===== config.mk =====
export PLATFORM = sky130hd
export DESIGN_NAME = alu_arbiter
export DESIGN_NICKNAME = d
export VERILOG_FILES = /design/src/rtl/alu_pkg.sv /design/src/rtl/rr_arb2.sv /design/src/rtl/alu_arbiter.sv
export SDC_FILE = /design/constraint.sdc
export NUM_CORES = 1
export LEC_CHECK = 0
export BUFFER_PORTS_ARGS = -buffer_cell sky130_fd_sc_hd__buf_2
export CAP_MARGIN = 20
export CORE_UTILIZATION = 44
export DETAILED_ROUTE_END_ITERATION = 10
export PLACE_DENSITY = 0.9
export RECOVER_POWER = 25
export REMOVE_ABC_BUFFERS = 1
export SLEW_MARGIN = 5
export SYNTH_ARGS = -nofsm -noshare
export SYNTH_HDL_FRONTEND = slang
export SYNTH_SLANG_ARGS = --single-unit

===== constraint.sdc =====
create_clock -name clk -period 2.5 [get_ports clk]
set_clock_uncertainty 0.2 [all_clocks]
set_input_delay 0.75 -clock clk [delete_from_list [all_inputs] [get_ports clk]]
set_output_delay 0.75 -clock clk [all_outputs]
set_load 0.1 [all_outputs]

===== src/rtl/alu_pkg.sv =====
// Shared definitions for the two-requester ALU arbiter: op codes, legality test
// and the control FSM state encoding.
package alu_pkg;

  localparam logic [3:0] OpAdd        = 4'h0;
  localparam logic [3:0] OpSub        = 4'h1;
  localparam logic [3:0] OpAnd        = 4'h2;
  localparam logic [3:0] OpOr         = 4'h3;
  localparam logic [3:0] OpNot        = 4'h4;
  localparam logic [3:0] OpIllegalMin = 4'h5;

  typedef enum logic [1:0] {
    StIdle = 2'd0,
    StExec = 2'd1,
    StResp = 2'd2
  } state_e;

  function automatic logic op_legal(input logic [3:0] op);
    return op < OpIllegalMin;
  endfunction

endpackage


===== src/rtl/rr_arb2.sv =====
// Two-way round-robin arbiter: on contention the requester not granted last wins.
module rr_arb2 (
  input  logic [1:0] req,
  input  logic       last,
  output logic [1:0] grant
);

  always_comb begin
    grant = 2'b00;
    unique case (req)
      2'b01:   grant = 2'b01;
      2'b10:   grant = 2'b10;
      2'b11:   grant = last ? 2'b01 : 2'b10;
      default: grant = 2'b00;
    endcase
  end

endmodule


===== src/rtl/alu_arbiter.sv =====
// Shares one external combinational ALU between two requesters with a
// round-robin grant and an IDLE -> EXEC -> RESP control sequence.
module alu_arbiter
  import alu_pkg::*;
#(
  parameter int unsigned DATA_W = 8
) (
  input  logic                  clk,
  input  logic                  rst_n,
  input  logic [1:0]            req_valid,
  output logic [1:0]            req_ready,
  input  logic [7:0]            req_ctrl,
  input  logic [2*DATA_W-1:0]   req_x,
  input  logic [2*DATA_W-1:0]   req_y,
  output logic [1:0]            resp_valid,
  input  logic [1:0]            resp_ready,
  output logic [DATA_W-1:0]     resp_data,
  output logic                  resp_carry,
  output logic                  resp_err,
  output logic [3:0]            alu_ctrl,
  output logic [DATA_W-1:0]     alu_x,
  output logic [DATA_W-1:0]     alu_y,
  input  logic [DATA_W-1:0]     alu_out,
  input  logic                  alu_carry,
  output logic                  busy
);

  state_e state_q;
  logic   last_q;
  logic   owner_q;
  logic   ill_q;

  logic [1:0]        grant;
  logic              gidx;
  logic              hs;
  logic [3:0]        sel_op;
  logic [DATA_W-1:0] sel_x;
  logic [DATA_W-1:0] sel_y;
  logic              sel_legal;

  rr_arb2 u_rr_arb2 (
    .req   (req_valid),
    .last  (last_q),
    .grant (grant)
  );

  always_comb begin
    req_ready = (state_q == StIdle) ? grant : 2'b00;
    hs        = |(req_valid & req_ready);
    gidx      = grant[1];
    sel_op    = gidx ? req_ctrl[7:4] : req_ctrl[3:0];
    sel_x     = gidx ? req_x[2*DATA_W-1:DATA_W] : req_x[DATA_W-1:0];
    sel_y     = gidx ? req_y[2*DATA_W-1:DATA_W] : req_y[DATA_W-1:0];
    sel_legal = op_legal(sel_op);
    busy      = (state_q != StIdle);
  end

  // last_q resets to 1 so requester 0 wins the first contended grant.
  always_ff @(posedge clk or negedge rst_n) begin
    if (!rst_n) begin
      state_q    <= StIdle;
      last_q     <= 1'b1;
      owner_q    <= 1'b0;
      ill_q      <= 1'b0;
      alu_ctrl   <= '0;
      alu_x      <= '0;
      alu_y      <= '0;
      resp_valid <= 2'b00;
      resp_data  <= '0;
      resp_carry <= 1'b0;
      resp_err   <= 1'b0;
    end else begin
      unique case (state_q)
        StIdle: begin
          if (hs) begin
            state_q  <= StExec;
            last_q   <= gidx;
            owner_q  <= gidx;
            ill_q    <= !sel_legal;
            // Illegal ops still take a slot but present zeros to the ALU.
            alu_ctrl <= sel_legal ? sel_op : '0;
            alu_x    <= sel_legal ? sel_x : '0;
            alu_y    <= sel_legal ? sel_y : '0;
          end
        end
        StExec: begin
          state_q    <= StResp;
          resp_data  <= ill_q ? '0 : alu_out;
          resp_carry <= !ill_q && (alu_ctrl == OpAdd || alu_ctrl == OpSub) && alu_carry;
          resp_err   <= ill_q;
          resp_valid <= owner_q ? 2'b10 : 2'b01;
          alu_ctrl   <= '0;
          alu_x      <= '0;
          alu_y      <= '0;
        end
        StResp: begin
          if (resp_ready[owner_q]) begin
            state_q    <= StIdle;
            resp_valid <= 2'b00;
          end
        end
        default: state_q <= StIdle;
      endcase
    end
  end

endmodule


---- Word-level counts from Yosys, hierarchy flattened ----
Cells that the tools add are included.
cells by class
  bitwise gates (word level) .............. 1
  $lt $le $gt $ge ......................... 2
  equal/unequal tests ..................... 8
  multiplexer cells ....................... 23
  reduce and logical (&&, ||, !) cells .... 15
operators with widths
  operator                                                     number
  two-way mux 8 bit                                            7
  case mux 8 bit (2 select lines)                              2
  two-way mux 4 bit                                            3
  case mux 2 bit (3 select lines)                              2
  two-way mux 2 bit                                            5
  case mux 4 bit (2 select lines)                              1
  AND reduction 2 bit                                          4
  == test 2 bit (second input constant)                        3
  nonzero test 2 bit                                           3
  == test 2 x 1 -> 1 bit (second input constant)               2
  == test 4 x 1 -> 1 bit (second input constant)               1
  zero test 4 bit                                              1
  less-than comparator 4 x 3 -> 1 bit (second input constant)  1
  inequality test 2 bit (second input constant)                2
  case mux 2 bit (2 select lines)                              1
  AND 2 bit                                                    1
  logical AND 1 bit                                            2
  zero test 1 bit                                              2
  zero test 2 bit                                              1
  less-than comparator 1 x 2 -> 1 bit (second input constant)  1
  two-way mux 1 bit                                            2
  OR reduction 2 bit                                           1
  logical OR 1 bit                                             1
storage, ports and cells
  output and inout port bits .............. 35
  flip-flop bits (word level) ............. 37
  word-level logic and storage cells ...... 60

---- Depth between registers and ports, before layout ----
  depth after elaboration ................. 7
  mapped depth ............................ 6
  depth with buffers taken out ............ 4

---- Hierarchy ----
From an unflattened synthesis, not the netlist that was laid out.
unflattened totals
  cells, all modules ...................... 177
  area total of the unflattened synthesis .. 1840.5 um^2
modules (own cells, without submodules)
  module       seq. area each (um^2)  times used  cells an instance  area an instance (um^2)
  alu_arbiter  927.1                  1           174                1821.7
  rr_arb2      0.0                    1           3                  18.8

---- Worst setup path before layout ----
No wires, ideal clock.
  path type ............................... input to output
  from .................................... input port req_valid[0]
  to ...................................... output port req_ready[0]
  arrival time ............................ 2.595 ns
  cell stages on the path ................. 4
  buffers on the path ..................... 2
  slack ................................... -1.045 ns
  path through ............................ clkbuf_1 > o21ai_2 > clkbuf_1 > nor2_1
between the ends
  cells in the longest elaborated chain, start to end .. 3
  elaborated cells between the ends (all ways) .. 5
ends and longest elaborated chain
  element                                                  line               RTL
  from (decl)                                              alu_arbiter.sv:10  input logic [1:0] req_valid,
  == test 2 bit or == test 2 x 1 -> 1 bit (tied branches)  rr_arb2.sv:10      unique case (req)
  case mux 2 bit (3 select lines) (*)                      rr_arb2.sv:10
  two-way mux 2 bit (*)                                    alu_arbiter.sv:48  req_ready = (state_q == StIdle) ? grant : 2'b00;
  to (decl)                                                alu_arbiter.sv:11  output logic [1:0] req_ready,
Mark *: on every way between the ends. The rest lies on a longest branch, timed or not.

---- Worst setup path after layout ----
  from .................................... input port req_valid[1]
  to ...................................... output port req_ready[1]
Same word-level chain as after synthesis.

==> qor.csv <==
metric;value;unit
fmax;411;MHz
measured slew at the worst slew-check pin;0.881;ns
vias in the first global route;1548;
Distinct cells, synth;30;
Post-Route M1 WL;1800;um
Period minus WS final;2.43;ns
setup TNS;0;ns
CP Capture Type;primary output;
Syn Inst Count;175;
highest-count cells in the layout ignoring fill and taps;buf_2, nand2_1, dfrtp_1;
dpl hpwl;3020;um
# IOs;90;
final std cells w/o fill;317;
1st-iter DRT viols;27;
synth warn;0;
CTS H-Tree Depth;2;
fin. max-slew vios;0;
DIE WIDTH;64.1;um
global route total overflow;0;
post-route ant nets;0;
clock buffer count from CTS;5;
Layout area overhead;39.9;%
FP Rows;22;
storage element area;928;sq um
Worst Hold Depth;2;
Avg Inst Size Synth;9.70;sq um
Design Area, Final;2380;sq um
Startpoint Class;input port;
DRC Markers;0;
Placed Instance Area;2230;sq um
number of synthesized flops with an enable pin;0;
first-pass GRT wire length;6820;um
WS Path Type;input port to primary output;
layout cell share with drive strength beyond 1;45.7;%
Die H;64.1;um
Req. time, crit path;1.55;ns
clock latency on the worst-skew pair;0.29;ns
clock sink count;37;
ys async rst share;100;%
Initial Util;46.0;%
Initial DRT Pass Iterations;5;
worst r2r src;last_q;
Avg Vias per Cell;4.99;
worst-case clock buffer depth;2;
ant diodes;0;
uppermost layer routed;met4;
HP Class;flop to flop;
nets@finish;323;
Core ar.;3690;sq um
reg-to-reg endpoint;alu_y[7];
Root Buffer;clkbuf_8;
die area;4110;sq um
number of port buffers;89;
Final setup violation count;0;
vias;1583;
GP Congestion;0.739;
Yosys reg bits;37;
total wire length;4140;um
Mapped Area;1700;sq um
met2 routed WL;1980;um
commonest non-fill, non-tap cell in the layout;buf_2;
largest net degree at the start of global routing;38;
wire per inst;13.1;um
total track usage;22.1;%
R2R Setup Slk;0.60;ns
initial antenna violation count;0;
hold endpoint;alu_x[3];
worst-path maximum fanout;4;
max_cap viols;0;
Arr. time, crit path;1.48;ns
Hold Buf Count CTS;0;
area of the multi-input gates;711;sq um
fillers;339;
routed wl met3;245;um
Tcrit/Tclk final;97.4;%
Hold Startpoint;alu_x[3];
TritonCTS clock tree;yes;
normalized max-slew margin;41.2;%
status;complete, no violations;
post-placement cell count;308;
final hold vios;0;
sequential area share after synthesis;54.6;%
Worst-path clk slew;0.07;ns
Top FF cell, synth;dfrtp_1;
R2R depth;5;
RSZ-0062 raised after global routing;false;
per-layer routing:
layer | up-vias | GRT usage, %
met4 | 0 | 10.3
met3 | 9 | 6.43
met1 | 715 | 25.4
li1 | 797 | -
met2 | 62 | 37.9
met5 | - | 0
cell usage after synthesis, drive strengths merged, types with 2 or more instances:
cell    number  area (sq um)
nand2b      12          75.1
a21oi        3          15.0
inv          2          7.51
o22ai       16           100
o21ai       33           206
and2         2          12.5
nor2         7          26.3
dfrtp       36           901
nand2       35           131
buf          3          30.0
clkbuf       8          30.0
mux2i        3          30.0
sequential cells by signal, summed over array words and instances, names as in the netlist:
name,flops
alu_ctrl,4
state_q,2
resp_valid,2
owner_q,1
alu_x,8
resp_carry,1
alu_y,8
last_q,1
resp_err,1
resp_data,8
ill_q,1
metrics by stage:
stage / utilization (%) / setup WS (ns) / hold WS (ns)
after floorplan: - / -1.01 / 0.254
after global routing: 64.4 / 0.00796 / 0.301
after detailed placement: 60.3 / 0.0203 / 0.261
final: 64.4 / 0.0658 / 0.275
after global placement: 60.3 / 0.0624 / 0.256
after CTS: 64.0 / 0.0203 / 0.278
critical path, cell delays in order:
cell and delay [ns]:
buf_2 0.11, inv_1 0.05, o21ai_2 0.20, and2_4 0.21
buf_12 0.17
cells by family after synthesis:
group           count (synthesis)  synth area share [%]
compound gates                 59                  22.4
flops                          37                  54.6
simple gates                   62                  16.6
mux                             4                  2.43
buf+inv                        13                  3.98
final cells by class:
class                      count  share of cell area [%]
tap                           48                    2.53
multi-input combinational    125                    29.9
inverter                       2                   0.316
sequential                    37                    39.1
clock buffer                   5                    2.90
clock inverter                 3                    2.74
timing repair buffer          97                    22.5
how the worst max path moves through the flow:
stage / from / end / depth (start not counted)
floorplan: state_q[0] / req_ready[0] / 3
global placement: req_valid[1] / req_ready[1] / 5
detailed placement: req_valid[1] / req_ready[1] / 5
CTS: state_q[1] / req_ready[1] / 5
global route: state_q[1] / req_ready[1] / 5
finish: req_valid[1] / req_ready[1] / 5
repair_timing:
action	4_1_cts	5_1_grt
setup buffers	0	1
pin swaps	0	1
gates resized for setup	1	3
endpoints found under the setup margin	1	1
Power is not shown: default switching activity piles up to over one toggle a cycle in this logic, so the estimate is an artifact.
